[config.mk]
export PLATFORM = sky130hd
export DESIGN_NAME = mem_stage
export DESIGN_NICKNAME = d
export VERILOG_FILES = /design/src/rtl/mem_pkg.sv /design/src/rtl/mem_align.sv /design/src/rtl/mem_stage.sv
export SDC_FILE = /design/constraint.sdc
export NUM_CORES = 1
export LEC_CHECK = 0
export CAP_MARGIN = 10
export CORE_AREA = 4 4 148 150
export CTS_CLUSTER_SIZE = 12
export DETAILED_ROUTE_END_ITERATION = 16
export DIE_AREA = 0 0 152 154
export PLACE_DENSITY = 0.66
export REMOVE_ABC_BUFFERS = 1
export SETUP_SLACK_MARGIN = 0.3
export SLEW_MARGIN = 5
export SYNTH_ARGS = -nofsm -noshare
export SYNTH_HDL_FRONTEND = slang
export SYNTH_HIERARCHICAL = 1
export SYNTH_SLANG_ARGS = --single-unit
[constraint.sdc]
create_clock -name clk -period 10.9 [get_ports clk]
set_input_delay 2.725 -clock clk [delete_from_list [all_inputs] [get_ports clk]]
set_output_delay 2.725 -clock clk [all_outputs]
set_load 0.05 [all_outputs]
[src/rtl/mem_pkg.sv]
// Shared definitions for the MEM stage: FSM states, bus layouts and load/store opcodes.
// Field offsets mirror the packed bus structs below (MSB first).
package mem_pkg;

   localparam int MEM_DATA_W = 32;
   localparam int MEM_EX_W   = 138;
   localparam int MEM_WB_W   = 103;

   typedef enum logic [1:0] {
      ST_IDLE = 2'd0,
      ST_WAIT = 2'd1,
      ST_DONE = 2'd2
   } mem_state_t;

   // IR[31:22] opcodes
   localparam logic [9:0] OP_LD_B  = 10'h0a0;
   localparam logic [9:0] OP_LD_H  = 10'h0a1;
   localparam logic [9:0] OP_LD_W  = 10'h0a2;
   localparam logic [9:0] OP_ST_B  = 10'h0a4;
   localparam logic [9:0] OP_ST_H  = 10'h0a5;
   localparam logic [9:0] OP_ST_W  = 10'h0a6;
   localparam logic [9:0] OP_LD_BU = 10'h0a8;
   localparam logic [9:0] OP_LD_HU = 10'h0a9;

   localparam int EX_RESULT_LSB   = 0;
   localparam int EX_WADDR_LSB    = 32;
   localparam int EX_RKD_LSB      = 37;
   localparam int EX_GR_WE        = 69;
   localparam int EX_RES_FROM_MEM = 70;
   localparam int EX_MEM_WE       = 71;
   localparam int EX_INST_LD_W    = 72;
   localparam int EX_IR_LSB       = 73;
   localparam int EX_PC_LSB       = 105;
   localparam int EX_VALID        = 137;

   typedef struct packed {
      logic        valid;
      logic [31:0] pc;
      logic [31:0] ir;
      logic        inst_ld_w;
      logic        mem_we;
      logic        res_from_mem;
      logic        gr_we;
      logic [31:0] rkd_value;
      logic [4:0]  rf_waddr;
      logic [31:0] result;
   } ex_bus_t;

   typedef struct packed {
      logic        valid;
      logic [31:0] pc;
      logic [31:0] ir;
      logic        gr_we;
      logic [4:0]  rf_waddr;
      logic [31:0] final_result;
   } wb_bus_t;

endpackage

[src/rtl/mem_align.sv]
// Sub-word store lane/strobe generation and load byte/half extract with sign/zero extension.
// Latency: combinational. Backpressure: none (pure function of its inputs).
module mem_align
   import mem_pkg::*;
(
   input  logic [9:0]  op,
   input  logic [1:0]  addr_lo,
   input  logic        mem_we,
   input  logic [31:0] rkd,
   input  logic [31:0] rdata,
   output logic [3:0]  wstrb,
   output logic [31:0] wdata,
   output logic [31:0] load_val
);

   logic [7:0]  byte_sel;
   logic [15:0] half_sel;

   always_comb begin
      wstrb = mem_we ? 4'hf : 4'h0;
      wdata = rkd;
      if (mem_we) begin
         case (op)
            OP_ST_B: begin
               wstrb = 4'b0001 << addr_lo;
               wdata = {4{rkd[7:0]}};
            end
            OP_ST_H: begin
               wstrb = 4'b0011 << {addr_lo[1], 1'b0};
               wdata = {2{rkd[15:0]}};
            end
            default: ;
         endcase
      end
   end

   always_comb begin
      case (addr_lo)
         2'd0:    byte_sel = rdata[7:0];
         2'd1:    byte_sel = rdata[15:8];
         2'd2:    byte_sel = rdata[23:16];
         default: byte_sel = rdata[31:24];
      endcase
      half_sel = addr_lo[1] ? rdata[31:16] : rdata[15:0];
      case (op)
         OP_LD_B:  load_val = {{24{byte_sel[7]}}, byte_sel};
         OP_LD_BU: load_val = {24'h0, byte_sel};
         OP_LD_H:  load_val = {{16{half_sel[15]}}, half_sel};
         OP_LD_HU: load_val = {16'h0, half_sel};
         default:  load_val = rdata;
      endcase
   end

endmodule

[src/rtl/mem_stage.sv]
// MEM pipeline stage: issues data-SRAM req/addr_ok/data_ok transactions, forwards to ID, feeds WB.
// Latency 1 cycle for non-memory ops; memops add addr_ok wait + memory latency. Holds (MEM_allowin=0) until done and WB accepts.
// MEM_SUBWORD_EN adds ld.b/h(u) and st.b/h via mem_align; default build is word-only.
module mem_stage
   import mem_pkg::*;
#(
   parameter int DATA_W = MEM_DATA_W,
   parameter int EX_W   = MEM_EX_W,
   parameter int WB_W   = MEM_WB_W
) (
   input  logic              clk,
   input  logic              rst,
   input  logic [EX_W-1:0]   EX_to_MEM_reg,
   input  logic              WB_allowin,
   output logic              MEM_allowin,
   output logic              data_sram_req,
   output logic              data_sram_wr,
   output logic [3:0]        data_sram_wstrb,
   output logic [DATA_W-1:0] data_sram_addr,
   output logic [DATA_W-1:0] data_sram_wdata,
   input  logic              data_sram_addr_ok,
   input  logic              data_sram_data_ok,
   input  logic [DATA_W-1:0] data_sram_rdata,
   output logic              front_valid,
   output logic [4:0]        front_addr,
   output logic [DATA_W-1:0] front_data,
   output logic              front_stall,
   output logic [WB_W-1:0]   MEM_to_WB_reg
);

   ex_bus_t     ex;
   wb_bus_t     wb_nxt;
   mem_state_t  state, state_nxt;
   logic        memop;
   logic        readygo;
   logic [31:0] rdata_buf;
   logic [31:0] final_result;
   logic        unused_ld_w;

   assign ex          = EX_to_MEM_reg;
   assign memop       = ex.valid & (ex.mem_we | ex.res_from_mem);
   assign unused_ld_w = ex.inst_ld_w;

   always_ff @(posedge clk or posedge rst) begin
      if (rst) state <= ST_IDLE;
      else     state <= state_nxt;
   end

   always_comb begin
      state_nxt     = state;
      data_sram_req = 1'b0;
      case (state)
         ST_IDLE: begin
            data_sram_req = memop;
            if (memop && data_sram_addr_ok) state_nxt = ST_WAIT;
         end
         ST_WAIT: if (data_sram_data_ok) state_nxt = ST_DONE;
         ST_DONE: if (WB_allowin) state_nxt = ST_IDLE;
         default: state_nxt = ST_IDLE;
      endcase
   end

   // data_ok is only meaningful while a request is outstanding
   always_ff @(posedge clk or posedge rst) begin
      if (rst)                                        rdata_buf <= '0;
      else if (state == ST_WAIT && data_sram_data_ok) rdata_buf <= data_sram_rdata;
   end

   assign readygo     = (state == ST_IDLE && ex.valid && !memop) || (state == ST_DONE);
   assign MEM_allowin = !ex.valid || (readygo && WB_allowin);

   assign data_sram_wr   = ex.mem_we;
   assign data_sram_addr = ex.result;

`ifdef MEM_SUBWORD_EN
   logic [31:0] load_val;

   mem_align u_mem_align (
      .op       (ex.ir[31:22]),
      .addr_lo  (ex.result[1:0]),
      .mem_we   (ex.mem_we),
      .rkd      (ex.rkd_value),
      .rdata    (rdata_buf),
      .wstrb    (data_sram_wstrb),
      .wdata    (data_sram_wdata),
      .load_val (load_val)
   );

   assign final_result = ex.res_from_mem ? load_val : ex.result;
`else
   assign data_sram_wstrb = ex.mem_we ? 4'hf : 4'h0;
   assign data_sram_wdata = ex.rkd_value;
   assign final_result    = ex.res_from_mem ? rdata_buf : ex.result;
`endif

   assign front_valid = ex.valid && ex.gr_we && (!ex.res_from_mem || state == ST_DONE);
   assign front_addr  = ex.rf_waddr;
   assign front_data  = final_result;
   assign front_stall = ex.valid && ex.res_from_mem && (state != ST_DONE);

   always_comb begin
      wb_nxt              = '0;
      wb_nxt.valid        = ex.valid;
      wb_nxt.pc           = ex.pc;
      wb_nxt.ir           = ex.ir;
      wb_nxt.gr_we        = ex.gr_we;
      wb_nxt.rf_waddr     = ex.rf_waddr;
      wb_nxt.final_result = final_result;
   end

   // a bubble is written into WB whenever WB can take something but MEM is not ready
   always_ff @(posedge clk or posedge rst) begin
      if (rst)             MEM_to_WB_reg <= '0;
      else if (WB_allowin) MEM_to_WB_reg <= readygo ? wb_nxt : '0;
   end

   no_second_data_ok: assert property (@(posedge clk) disable iff (rst)
      !(state == ST_DONE && data_sram_data_ok));

endmodule

==> results by group, run 1 <==
Status
  • Outcome: finished clean

Drt
  • Post-route ant nets: 0
  • Initial DRC Count: 140
  • Routed WL: 18.34 mm
  • Via count: 4481
  • Via density: 4.687
  • Wirelength per Cell: 19.18 µm
  • DRC viols: 0
  • DRT Pass-1 Iters: 4

Clock network
  • Number of gates resized after cts: 0
  • Hold_buf cts: 0
  • CTS tree: done
  • Setup Fix Bufs, Post-CTS: 0
  • CTS H-Tree Depth: 4
  • Clk_lat worst skew: 410 ps
  • CTS sink cnt: 137
  • Clock root cell: clkbuf_16
  • Max clock buf depth: 2
  • Reg clk slew, reported paths: 70 ps
  • CTS buffer count: 17

Hold path
  • Hold Crit Class: register to register

Timing
  • Final hold viol count: 0
  • RSZ-0062 raised after global routing: no
  • Final min period: 7438 ps
  • Period utilisation layout: 68.24%
  • Fin Setup TNS: 0 ps
  • Slew HR: 24.38%
  • Worst slew pin tran: 1132 ps
  • Final Setup Violations: 0
  • Clock Skew: 15.52 ps
  • Fmax: 134.4 MHz
  • Max Transition Viols Final: 0

Pwr
  • Sw Share: 37.59%
  • Psw: 736.5 µW
  • Pleak: 3.967 nW
  • PwrDens: 210.3 nW/µm²
  • Gate power share: 38.3%
  • Worst VDD drop: 0.0001034 V
  • Clock power frac: 27.5%
  • Sequential share of power: 34.2%
  • Int Power: 1.223 mW

Setup path
  • Slowest CP cell: clkdlybuf4s50_1
  • Startpoint Class: input port
  • Critical path cell sequence: buf_2 > nor2_1 > nor2_1 > and2_1 > clkdlybuf4s50_1
  • Crit path top cell by count: nor2_1
  • Worst path bufs/invs: 2
  • Setup CP Type: input port to primary output
  • CP Max Fanout: 36
  • CP Capture Type: primary output
  • Critical Path Max Stage Delay: 800 ps
  • Worst endpoint data arrival time: 4710 ps
  • Top Family by Delay on Critical Path: buffers and inverters
  • Critical Path RT: 8180 ps

Global route
  • Largest net degree at the start of global routing: 104
  • First-pass GRT wire length: 28.33 mm
  • GRT Total Usage: 15.16%
  • Vias in the first global route: 4966
  • Grt ovf: 0
  • Initial antenna violation count: 0

Place
  • I/O Buffers: 322
  • Post-detail-place hpwl: 13.33 mm
  • Placer congestion estimate: 0.8432

Synthesis
  • Register area share after synthesis: 58.04%
  • Async set-reset flop share out of synthesis: 100.0%
  • Synth cell types: 21
  • Mapped Cells: 428
  • Count leader, synth: dfrtp_1
  • Syn Area/Cell: 13.80 µm²
  • Synth Register Bits: 137
  • Synth top area share: 58.04%
  • Dominant synthesized flop cell: dfrtp_1
  • Synth cell count leaders: 137 x dfrtp_1, 102 x a22o_1, 74 x buf_4, 64 x mux2_2, 12 x clkbuf_1
  • Post-Syn Area: 5907 µm²
  • Ys Warns: 6
  • Synth area leaders: dfrtp_1 58%, a22o_1 15%, mux2_2 12%
  • EDFF count, synth: 0
  • Area leader, netlist: dfrtp_1

Floorplan
  • Die Area: 23410 µm²
  • I/O pin cnt: 388
  • Initial Util: 28.55%
  • Core area: 20690 µm²
  • Die Height: 154 µm
  • FP Rows: 53
  • Die Width: 152 µm

Final layout
  • Final core area utilization: 45.04%
  • Area grow syn2layout: 57.74%
  • Layout cell share with drive strength beyond 1: 14.98%
  • NumNets Final: 844
  • Ant. Diodes: 0
  • Max reg flops: 103

Run
  • Max cap viols: 0
==> worst reg2reg max path, cell delays in order (launching register included) <==
cell and delay (ps):
dfrtp_1 420, nand2b_1 210, a21oi_4 860, buf_4 720
a22o_1 310
==> logic make-up after synthesis <==
| group | synth area share [%] |
|---|---|
| flops | 58.04 |
| compound gates | 15.76 |
| buf+inv | 12.75 |
| mux | 12.20 |
| simple gates | 1.250 |
==> cells in the final DEF, fill, tap and decap left out, types with 2 or more instances in the layout <==
cell type        count
a22o_1             102
clkinvlp_4           3
a21oi_1              2
clkinv_4             2
mux2_2              64
inv_6                5
nor2_1               2
buf_4                3
o21ai_0              2
clkinv_2             4
clkbuf_16           17
nand2b_1             3
clkdlybuf4s50_1    321
nand2_1              2
dfrtp_1            137
==> worst paths after layout <==
kind,from,slack [ps],endpoint,cells after the start
worst max-delay path,EX_to_MEM_reg[70],3460,data_sram_req,5
worst min-delay path,MEM_to_WB_reg[102],500,MEM_to_WB_reg[102],1
worst max register to register,state[0],8310,MEM_to_WB_reg[54],4
worst min register to register,MEM_to_WB_reg[102],500,MEM_to_WB_reg[102],1
max in group asynchronous,rst,6730,MEM_to_WB_reg[96],3
min in group asynchronous,rst,2770,MEM_to_WB_reg[100],2
==> layer usage <==
metal,wire (µm),vias to the layer above,global-route usage (%)
met3,1857,17,7.599
li1,-,1969,-
met5,0,-,0
met2,8407,273,23.81
met1,7840,2222,18.50
met4,233,0,4.238
==> layout make-up <==
| cell class | instances | area, µm² |
|---|---|---|
| inverter | 3 | 17.52 |
| sequential | 137 | 3428 |
| tap | 275 | 344.1 |
| multi-input combinational | 185 | 1738 |
| timing repair buffer | 325 | 3241 |
| fill | 1865 | 11370 |
| clock inverter | 13 | 120.1 |
| clock buffer | 18 | 429.2 |
==> per-stage QoR <==
stage | instances | worst slack [ps] | hold WS, ps | instance area [µm²] | power [mW]
after detailed placement | 925 | 3489 | 479.2 | 8768 | 1.434
after floorplan | 325 | 4194 | 443.0 | 5165 | 1.116
final | 956 | 3462 | 498.0 | 9318 | 1.959
after global placement | 925 | 3518 | 477.7 | 8768 | 1.419
after global routing | 956 | 3330 | 511.3 | 9318 | 2.042
after CTS | 956 | 3471 | 497.1 | 9318 | 1.989
==> power by group through the flow <==
stage / registers (mW) / clock network (mW) / logic (mW)
2_1_floorplan: 0.813 / 0 / 0.303
3_3_place_gp: 0.673 / 0 / 0.746
3_5_place_dp: 0.678 / 0 / 0.756
4_1_cts: 0.671 / 0.559 / 0.759
5_1_grt: 0.681 / 0.578 / 0.783
6_report: 0.670 / 0.539 / 0.750
Power figures use the tool's default switching activity.
==> run 2: changes to the inputs <==
CORE_AREA = 4 4 147 149   (was 4 4 148 150)
DIE_AREA = 0 0 151 153   (was 0 0 152 154)
PLACE_DENSITY = 0.7   (was 0.66)
clock period = 6.8 ns   (was 10.9 ns; I/O delays follow)
==> results by group, run 2 (synthesized netlist as in run 1, its figures left out) <==
Status
  • Outcome: finished clean

Global route
  • GRT Total Usage: 15.71% (+0.56 points)
  • Initial antenna violation count: 0 (unchanged)
  • Largest net degree at the start of global routing: 99 (-4.8%)
  • First-pass GRT wire length: 28.05 mm (-1.0%)
  • Vias in the first global route: 4961 (-0.10%)
  • Grt ovf: 0 (unchanged)

Place
  • Placer congestion estimate: 0.7200 (-15%)
  • Post-detail-place hpwl: 13.20 mm (-0.98%)
  • I/O Buffers: 322 (unchanged)
  • Area post-placement: 8770 µm² (about the same)

Setup path
  • Critical Path RT: 5100 ps (-3080 ps)
  • Setup CP Type: input port to primary output
  • Start of the worst register-to-register path: state[1]
  • Worst endpoint data arrival time: 3660 ps (-1050 ps)
  • Startpoint Class: input port
  • Reg2Reg Depth: 3 (-1)
  • CP Max Fanout: 36 (unchanged)
  • R2R Setup Slk: 4860 ps (-3450 ps)
  • CP Capture Type: primary output
  • End of the worst register-to-register path: rdata_buf[29]

Clock network
  • CTS sink cnt: 137 (unchanged)
  • Reg clk slew, reported paths: 60 ps (about the same)
  • Max clock buf depth: 2 (unchanged)
  • CTS tree: done
  • CTS H-Tree Depth: 4 (unchanged)
  • Clk_lat worst skew: 410 ps (about the same)
  • Setup Fix Bufs, Post-CTS: 0 (unchanged)
  • Clock root cell: clkbuf_16
  • Hold_buf cts: 0 (unchanged)
  • Number of gates resized after cts: 0 (unchanged)
  • CTS buffer count: 17 (unchanged)

Timing
  • Slew HR: 39.91% (+16 points)
  • Final hold viol count: 0 (unchanged)
  • Final Setup Violations: 0 (unchanged)
  • Period utilisation layout: 78.77%
  • Clock Skew: 9.635 ps (-5.882 ps)
  • Fin Setup TNS: 0 ps (unchanged)
  • Max Transition Viols Final: 0 (unchanged)
  • Worst hold margin: 483.2 ps (-14.85 ps)
  • Worst slew pin tran: 901.3 ps (-230.4 ps)
  • Fmax: 186.7 MHz
  • Final min period: 5356 ps
  • RSZ-0062 raised after global routing: no

Hold path
  • Hold depth: 1 (unchanged)
  • Hold Crit Class: register to register
  • Worst hold path endpoint: state[0]
  • Hold Path Origin: state[1]

Run
  • Max cap viols: 0 (unchanged)

Drt
  • Post-route ant nets: 0 (unchanged)
  • DRC viols: 0 (unchanged)
  • DRT Pass-1 Iters: 4 (unchanged)
  • Wirelength per Cell: 19.34 µm (+0.83%)
  • Via count: 4455 (-0.58%)
  • Via density: 4.675 (-0.27%)
  • Initial DRC Count: 109 (-22%)
  • Routed WL: 18.43 mm (+0.51%)

Floorplan
  • Core area: 20170 µm² (-2.5%)
  • I/O pin cnt: 388 (unchanged)
  • Die Area: 23100 µm² (-1.3%)
  • Initial Util: 29.29% (+0.74 points)
  • FP Rows: 52 (-1.9%)
  • Die Height: 153 µm (-0.65%)
  • Die Width: 151 µm (-0.66%)

Pwr
  • Pleak: 3.990 nW (+0.57%)
  • Worst VDD drop: 0.0001589 V (+54%)
  • PwrDens: 342.5 nW/µm² (+63%)

Final layout
  • Most common cell after layout, fill and taps aside: clkdlybuf4s50_1
  • Most frequent cells in the layout: 321 x clkdlybuf4s50_1, 137 x dfrtp_1, 102 x a22o_1, 64 x mux2_2, 17 x clkbuf_16
  • NumNets Final: 845 (+0.12%)
  • Final Cell Area: 9371 µm² (+0.58%)
  • Max reg flops: 103 (unchanged)
  • Ant. Diodes: 0 (unchanged)
  • Layout cell share with drive strength beyond 1: 15.08% (+0.10 points)
  • Area grow syn2layout: 58.65%
-- run 2: changes by cell type in the layout (fill, tap and decap cells not counted) --
cell,delta
buf_4,+1
inv_6,-1
clkbuf_1,+1
bufinv_16,+2
clkinv_2,-2
clkinvlp_4,+1
-- run 2: worst max path at each step --
| stage | from | end | slack [ps] | cells past startpoint |
|---|---|---|---|---|
| 6_report | EX_to_MEM_reg[70] | data_sram_req | 1440 | 5 |
| 2_1_floorplan | rst | MEM_to_WB_reg[0] | 1430 | 1 |
| 4_1_cts | EX_to_MEM_reg[70] | data_sram_req | 1420 | 5 |
| 3_3_place_gp | EX_to_MEM_reg[70] | data_sram_req | 1420 | 5 |
| 3_5_place_dp | EX_to_MEM_reg[70] | data_sram_req | 1440 | 5 |
| 5_1_grt | EX_to_MEM_reg[70] | data_sram_req | 1260 | 5 |
-- run 2: stage by stage --
| step | power [mW] | setup WS (ps) | instances | util, % |
|---|---|---|---|---|
| 2_1_floorplan | 1.789 | 1432 | 325 | - |
| 3_3_place_gp | 2.280 | 1421 | 921 | 43.48 |
| 3_5_place_dp | 2.289 | 1439 | 921 | 43.48 |
| 4_1_cts | 3.259 | 1422 | 953 | 46.46 |
| 5_1_grt | 3.358 | 1260 | 953 | 46.46 |
| 6_report | 3.210 | 1444 | 953 | 46.46 |
-- run 2: cell type report --
class,instances,area (µm²)
Sequential cell,137,3428
Fill cell,1813,10800
Clock inverter,13,168.9
Timing Repair Buffer,326,3248
Multi-Input combinational cell,185,1738
Clock buffer,19,432.9
Inverter,3,17.52
Tap cell,270,337.8
-- run 2: critical path: stages --
cell and delay [ps]:
buf_2 680, nor2_1 100, nor2_1 200, and2_1 160, clkdlybuf4s50_1 800
-- run 2: power breakdown --
group	leakage, nW	switching, mW	internal (mW)
clock	0.281	0.361	0.581
combinational	1.90	0.725	0.474
sequential	1.81	0.0888	0.981
-- run 2: layer usage --
metal / GRT usage [%] / part of all wire [%]
met3: 8.558 / 12
met4: 3.454 / 0.68
met2: 24.39 / 46
met1: 19.22 / 41
met5: 0.6522 / 0
